$ cat config.mk
export PLATFORM = sky130hd
export DESIGN_NAME = minimig_sram_arbiter
export DESIGN_NICKNAME = d
export VERILOG_FILES = /design/src/rtl/minimig_sram_pkg.sv /design/src/rtl/minimig_sram_phase.sv /design/src/rtl/minimig_sram_arbiter.sv
export SDC_FILE = /design/constraint.sdc
export NUM_CORES = 1
export LEC_CHECK = 0
export ABC_AREA = 0
export CORE_MARGIN = 2
export CORE_UTILIZATION = 37
export CTS_BUF_LIST = sky130_fd_sc_hd__clkbuf_16
export DETAILED_ROUTE_END_ITERATION = 16
export PLACE_DENSITY = 0.82
export SYNTH_ARGS = -nofsm -noshare
export SYNTH_HDL_FRONTEND = slang
export SYNTH_SLANG_ARGS = --single-unit
$ cat constraint.sdc
create_clock -name clk -period 2.12 [get_ports clk]
set_input_delay 0.424 -clock clk [delete_from_list [all_inputs] [get_ports clk]]
set_output_delay 0.424 -clock clk [all_outputs]
set_load 0.01 [all_outputs]
$ cat src/rtl/minimig_sram_pkg.sv
// Shared definitions for the SRAM bridge arbiter: 7 MHz phase codes,
// arbiter states and the default bank used for host slots.
package minimig_sram_pkg;

  // {c1,c3} encodings of the four 28 MHz phases inside one 7 MHz slot
  typedef enum logic [1:0] {
    PH_Q0 = 2'b10,
    PH_Q1 = 2'b11,
    PH_Q2 = 2'b01,
    PH_Q3 = 2'b00
  } phase_t;

  typedef enum logic [1:0] {
    IDLE,
    WAIT,
    ACCESS,
    DONE
  } state_t;

  // Bit positions in the one-hot phase vector
  localparam int Q0 = 0;
  localparam int Q1 = 1;
  localparam int Q2 = 2;
  localparam int Q3 = 3;

  localparam logic [7:0] HOST_BANK_DEFAULT = 8'h01;
  localparam int unsigned MAX_WAIT_DEFAULT = 15;

endpackage

$ cat src/rtl/minimig_sram_phase.sv
// Decodes the c1/c3 phase references into a one-hot Q0..Q3 vector and a
// slot_start strobe marking the Q0 phase of each 7 MHz slot.
module minimig_sram_phase
  import minimig_sram_pkg::*;
(
  input  logic       c1,
  input  logic       c3,
  output logic [3:0] phase,
  output logic       slot_start
);

  always_comb begin
    phase = '0;
    case (phase_t'({c1, c3}))
      PH_Q0: phase[Q0] = 1'b1;
      PH_Q1: phase[Q1] = 1'b1;
      PH_Q2: phase[Q2] = 1'b1;
      PH_Q3: phase[Q3] = 1'b1;
    endcase
  end

  assign slot_start = phase[Q0];

endmodule

$ cat src/rtl/minimig_sram_arbiter.sv
// Shares the SRAM bridge between the chipset and a host port: the host only
// uses slots whose chipset bank select is all-zero, and reports starvation.
module minimig_sram_arbiter
  import minimig_sram_pkg::*;
#(
  parameter logic [7:0]  HOST_BANK = HOST_BANK_DEFAULT,
  parameter int unsigned MAX_WAIT  = MAX_WAIT_DEFAULT
) (
  input  logic        clk,
  input  logic        _reset,
  input  logic        c1,
  input  logic        c3,
  input  logic [7:0]  chip_bank,
  input  logic [23:1] chip_addr,
  input  logic [15:0] chip_wdata,
  input  logic        chip_rd,
  input  logic        chip_hwr,
  input  logic        chip_lwr,
  output logic [15:0] chip_rdata,
  input  logic        host_req,
  input  logic        host_we,
  input  logic [1:0]  host_be,
  input  logic [22:1] host_addr,
  input  logic [15:0] host_wdata,
  output logic [15:0] host_rdata,
  output logic        host_busy,
  output logic        host_ack,
  output logic        host_starve,
  output logic [7:0]  br_bank,
  output logic [23:1] br_addr,
  output logic [15:0] br_wdata,
  output logic        br_rd,
  output logic        br_hwr,
  output logic        br_lwr,
  input  logic [15:0] br_rdata
);

  localparam logic [3:0] WAIT_MAX = 4'(MAX_WAIT);

  state_t      state, state_nxt;
  logic [3:0]  phase;
  logic        slot_start;
  logic        lat_we;
  logic [1:0]  lat_be;
  logic [22:1] lat_addr;
  logic [15:0] lat_wdata;
  logic [3:0]  wait_cnt;

  minimig_sram_phase u_phase (
    .c1         (c1),
    .c3         (c3),
    .phase      (phase),
    .slot_start (slot_start)
  );

  always_ff @(posedge clk or negedge _reset) begin
    if (!_reset) state <= IDLE;
    else         state <= state_nxt;
  end

  always_comb begin
    state_nxt = state;
    host_busy = 1'b0;
    host_ack  = 1'b0;
    unique case (state)
      IDLE: if (host_req) state_nxt = WAIT;
      WAIT: begin
        host_busy = 1'b1;
        if (slot_start && chip_bank == 8'h00) state_nxt = ACCESS;
      end
      ACCESS: begin
        host_busy = 1'b1;
        if (phase[Q3]) state_nxt = DONE;
      end
      DONE: begin
        host_ack  = 1'b1;
        state_nxt = IDLE;
      end
    endcase
  end

  // Request latch, read capture and the saturating denied-slot counter;
  // the counter clears on the edge into DONE so starve drops with the ack.
  always_ff @(posedge clk or negedge _reset) begin
    if (!_reset) begin
      lat_we     <= 1'b0;
      lat_be     <= '0;
      lat_addr   <= '0;
      lat_wdata  <= '0;
      host_rdata <= '0;
      wait_cnt   <= '0;
    end else begin
      if (state == IDLE && host_req) begin
        lat_we    <= host_we;
        lat_be    <= host_be;
        lat_addr  <= host_addr;
        lat_wdata <= host_wdata;
      end
      if (state == WAIT && slot_start && chip_bank != 8'h00 && wait_cnt != WAIT_MAX)
        wait_cnt <= wait_cnt + 4'd1;
      if (state == ACCESS && phase[Q3]) begin
        if (!lat_we) host_rdata <= br_rdata;
        wait_cnt <= '0;
      end
    end
  end

  assign host_starve = (wait_cnt == WAIT_MAX);

  // Write strobes stop after Q2 so the data stays stable through Q3.
  always_comb begin
    br_bank    = chip_bank;
    br_addr    = chip_addr;
    br_wdata   = chip_wdata;
    br_rd      = chip_rd;
    br_hwr     = chip_hwr;
    br_lwr     = chip_lwr;
    chip_rdata = br_rdata;
    if (state == ACCESS) begin
      br_bank    = HOST_BANK;
      br_addr    = {1'b0, lat_addr};
      br_wdata   = lat_wdata;
      br_rd      = !lat_we && !phase[Q0];
      br_hwr     = lat_we && lat_be[1] && (phase[Q1] || phase[Q2]);
      br_lwr     = lat_we && lat_be[0] && (phase[Q1] || phase[Q2]);
      chip_rdata = '0;
    end
  end

endmodule

**Word-level counts from Yosys, hierarchy flattened**

Cells that the tools add are included.
W data, S select, Z words.

- Register bits after elaboration: 63
- Bits of input ports: 112
- Output and inout bits: 85
- Logic and storage cells: 61

- Add/sub/neg operators: 1
- Mux-type cells: 19
- Bitwise gates (word level): 1
- Equal/unequal tests: 11
- Reductions and logical operators: 22

Operators by type and width:

| cell | count |
|---|---|
| $mux W16 | 2 |
| $mux W23 | 1 |
| $logic_and A1 B1 Y1 | 11 |
| $mux W1 | 9 |
| $eq A2 B2 Y1 const B | 4 |
| $logic_not A8 Y1 | 1 |
| $mux W4 | 2 |
| $mux W8 | 1 |
| $pmux W2 S4 | 1 |
| $reduce_bool A8 Y1 | 1 |
| $mux W2 | 3 |
| $ne A2 B2 Y1 const B | 3 |
| $add A4 B1 Y4 const B | 1 |
| $eq A2 B1 Y1 const B | 2 |
| $eq A4 B4 Y1 const B | 1 |
| $logic_not A2 Y1 | 2 |
| $ne A4 B4 Y1 const B | 1 |
| $reduce_and A3 Y1 | 1 |
| $logic_not A1 Y1 | 2 |
| $reduce_and A2 Y1 | 1 |
| $reduce_bool A2 Y1 | 1 |
| $reduce_or A2 Y1 | 1 |
| $logic_or A1 B1 Y1 | 1 |
| $not A1 Y1 | 1 |

**Longest topological paths before layout**

- Word-level depth: 7
- Gate-level depth with buffers: 7
- Depth with buffers taken out: 6

**Hierarchy**

Synthesis repeated with hierarchy kept, for this count alone.

- Cells, all modules: 246
- Area total of the unflattened synthesis: 3,226.8 sq um

Modules (own cells, without submodules):

| module | instances | cells an instance | area an instance (sq um) | seq. area each (sq um) |
|---|---|---|---|---|
| minimig_sram_arbiter | 1 | 241 | 3,193.1 | 1,576.5 |
| minimig_sram_phase | 1 | 5 | 33.8 | 0.0 |

**Worst setup path after synthesis**

OpenSTA, ideal clock, no wires.

- Path type: register -> output
- Start point: reg state[0]
- End point: out br_addr[10] in the netlist's numbering
- Arrival time: 1.527 ns
- Required time: 1.696 ns
- Stages on the path, launching flop included: 6
- Buffers on the path: 2
- Path slack: 0.169 ns
- Cell sequence: dfrtp_1 > inv_1 > ha_1 > buf_2 > buf_1 > mux2_2

- Word-level cells in the longest chain between the ends: 2

Ends and longest elaborated chain:

| what | RTL line | RTL |
|---|---|---|
| from (decl) | minimig_sram_arbiter.sv:40 | `state_t state, state_nxt;` |
| from (signal assigned) | minimig_sram_arbiter.sv:58 | `else state <= state_nxt;` |
| $eq A2 B2 Y1 | minimig_sram_arbiter.sv:119 | `if (state == ACCESS) begin` |
| $mux W23 | minimig_sram_arbiter.sv:119 |  |
| to (decl) | minimig_sram_arbiter.sv:30 | `output logic [23:1] br_addr,` |

Every way passes these cells.

**Worst setup path after layout**

- Start point: reg state[0]
- End point: out br_addr[9] in the netlist's numbering

The elaborated chain is that of the path after synthesis.

==> results by group <==
Outcome
  • Outcome: finished, violations left
  • Failing checks: negative setup slack

Worst setup path
  • Worst Path Required: 1.70 ns
  • Setup CP Type: flip-flop to output pin
  • Critical Path Fanout Max: 7
  • Critical Path AT: 1.76 ns
  • Crit path capture type: output pin
  • Critical Path Start Type: flip-flop

STA
  • Max Clock Skew: 0.006013 ns
  • FMAX: roughly 460 MHz
  • Final WS setup: -0.06541 ns
  • Final Max Tran Viols: 0
  • RSZ-0062 raised after global routing: yes
  • Final Hold Fails: 0
  • Tightest Pin Transition: 0.3382 ns
  • Fin crit period: 2.185 ns
  • TNS Setup: -0.8954 ns
  • Crit share post-route: 103.1%
  • Slew headroom: between 70% and 80%
  • # setup viols final: 25

Logic synthesis
  • Synth Area in Simple Gates: 9.080%
  • Synth unique cells: 24
  • Synthesized cell area: between 0.003 and 0.004 sq mm
  • Seq/Total Area, Yosys: 49.10%
  • Post-Synth Adder-Cell Area: roughly 2.3%
  • Post-synthesis compound-gate area fraction: 1.871%
  • Syn nets: 365
  • Post-Synth XOR/XNOR Area: 0%
  • Main combinational cell family by area after synthesis: multiplexers
  • Syn avg cell area: 13.00 sq um
  • #FFs+latches synth: 63
  • Synth warn: 0
  • Mux contribution to synthesized area: 35.31%
  • Syn Inst Count: 247

Clock network
  • CTS tree: built
  • Clk_lat worst skew: 0.31 ns
  • Maximum buffer depth of the clock tree: 2
  • Clock sinks: 63
  • CTS H-tree lvls: 3
  • CTS buffer count: 9
  • CTS Root Cell: clkbuf_16
  • Clock transition at path regs: 0.05 ns

Place
  • GP Congestion: roughly 0.8
  • PortBufs: 196
  • Cells after DPL: 551
  • Hpwl dp: slightly below 7 mm

Global route
  • GRT Total Usage: about a fifth
  • Total congestion overflow: 0
  • Number of global-route vias before repair: 3042
  • Pin count of the biggest net entering global routing: 64
  • First-pass GRT wire length: approximately 15 mm
  • Initial antenna violation count: 0

Route
  • Antenna-violating nets left: 0
  • Drt first pass iters: 4
  • Drt drc: 0
  • DR vias: 2812
  • Metal1 wirelength: 3.798 mm
  • Routed WL: around 9.5 mm
  • Top routing layer in use: met4
  • DR iter-0 viols: 43
  • Met2 wire length: slightly above 5 mm
  • Wire per inst: around 16 um
  • Met3 wire len: 526 um
  • Via/cell ratio: 4.832

Cells and area
  • Area growth, synth to finish: 82.03%
  • Nets: 592
  • Share of layout cells above drive strength 1: between 40% and 50%
  • Core Util, Final: 70.42%
  • Antenna diode count: 0
  • Final cell count without fillers: 582
  • Layout fillers: between 600 and 700

Floorplan
  • Core area: 0.008299 sq mm
  • Die X: a little under 100 um
  • Die ar.: 0.009438 sq mm
  • Top-level port count: a little under 200
  • Initial core utilization: 38.69%
  • Die height: 97.15 um
  • FP Rows: 33

Job
  • Max-Cap Viols: 0

Power and ir drop
  • P per Cell Area: 1344 mW/mm^2
  • Maximum vdd drop: 0.6526 mV
  • Leak Pwr: ~2.6 nW
  • Final Power: 7.853 mW

Hold path
  • Worst Hold Class: input pin to asynchronous set/reset pin
==> cell usage in the layout (no fill, tap or decap), types with 2 or more instances in the layout <==
cell type	netlist	final
nand4_1	2	2
nor2b_2	0	2
mux2_1	11	11
buf_4	0	19
ha_1	6	5
buf_2	2	33
nor2_1	4	4
buf_16	0	2
dlygate4sd2_1	0	10
clkdlybuf4s15_1	0	4
or4_4	2	2
clkbuf_16	0	10
clkdlybuf4s50_1	0	127
o21ai_0	5	5
buf_12	0	7
inv_1	6	5
clkbuf_2	0	5
mux2i_1	3	3
and2_1	2	2
nor2b_1	25	22
dfrtp_1	63	63
buf_6	0	19
nand3_1	4	4
mux2_4	0	15
a21oi_1	2	2
nand2_1	5	4
mux2_2	87	72
clkinv_2	0	2
o21ai_1	2	2
==> cell type report <==
| class | instances | area (sq um) | share of cell area, % |
|---|---|---|---|
| clock inverters | 5 | 51.30 | 0.8778 |
| flip-flops and latches | 63 | 1577 | 26.97 |
| inverters | 6 | 22.52 | 0.3854 |
| multi-input cells | 165 | 1644 | 28.13 |
| well taps | 105 | 131.4 | 2.248 |
| clock buffers | 9 | 225.2 | 3.854 |
| repair buffers | 229 | 2193 | 37.53 |
==> timing repair <==
item / in CTS / in global routing
buffers inserted: 6 / 8
hold buffers: 0 / 0
cloned: 2 / 1
resized for setup: 226 / 43
endpoints found under the setup margin: 67 / 66
pin swaps: 0 / 0
==> cells by family after synthesis <==
family | count (synthesis)
AOI/OAI and AO/OA | 10
adders and majority gates | 6
buffers and inverters | 19
DFF | 63
muxes | 101
and+or+nand+nor | 48
==> per-layer routing <==
layer | global-route usage, % | vias up
met4 | 7.151 | 0
met3 | 4.388 | 16
met2 | 35.68 | 116
li1 | - | 1316
met1 | 23.32 | 1364
met5 | 0 | -
==> state kept, by name, indices dropped and copies added (netlist names) <==
| register | flops |
|---|---|
| lat_we | 1 |
| wait_cnt | 4 |
| lat_wdata | 16 |
| lat_addr | 22 |
| lat_be | 2 |
| state | 2 |
| host_rdata | 16 |
==> through the flow <==
stage / setup WS (ns) / hold slack, ns / area [sq um]
3_5_place_dp: -0.1839 / 0.4636 / 5435
5_1_grt: -0.1193 / 0.1517 / 5844
6_report: -0.06541 / 0.1257 / 5844
3_3_place_gp: -0.1527 / 0.4631 / 5435
4_1_cts: -0.1003 / 0.1308 / 5624
2_1_floorplan: 0.1694 / 0.1284 / 3211
==> synthesized netlist by cell type, drive strengths merged <==
cell,count,area (sq um)
buf,10,40.04
nor2b,25,156.4
o21a,1,15.01
ha,6,75.07
nor3,2,21.27
or3,1,6.260
nand2,5,18.77
dfrtp,63,1577
mux2,98,1104
o21ai,7,35.03
nand4,2,12.51
and2,2,12.51
a21oi,2,10.01
mux2i,3,30.03
clkbuf,3,11.26
nand3,4,20.02
or4,2,22.52
inv,6,22.52
nor2,4,15.01
or2,1,6.260
==> final timing paths <==
check / from / to / slack [ns] / cells past startpoint
worst max-delay path: state[0] / br_addr[9] / -0.07 / 6
worst min-delay path: _reset / lat_addr[6] / 0.13 / 2
worst max register to register: state[0] / host_rdata[1] / 0.10 / 9
worst min register to register: host_rdata[7] / host_rdata[7] / 0.48 / 1
max in group asynchronous: _reset / lat_wdata[1] / 1.73 / 2
min in group clk: host_rdata[7] / host_rdata[7] / 0.48 / 1
==> critical path, stage by stage, from the launching register on <==
cell and delay (ns):
dfrtp_1 0.39, inv_2 0.09, ha_4 0.21, buf_4 0.14
clkbuf_16 0.14, mux2_2 0.33, buf_2 0.14
==> power by group <==
part           total [mW]  internal (mW)  switching, mW
registers            2.14           1.80          0.337
clock network        1.37          0.887          0.484
logic                4.34           2.66           1.68
No activity file was read; power rests on OpenSTA's default activity.
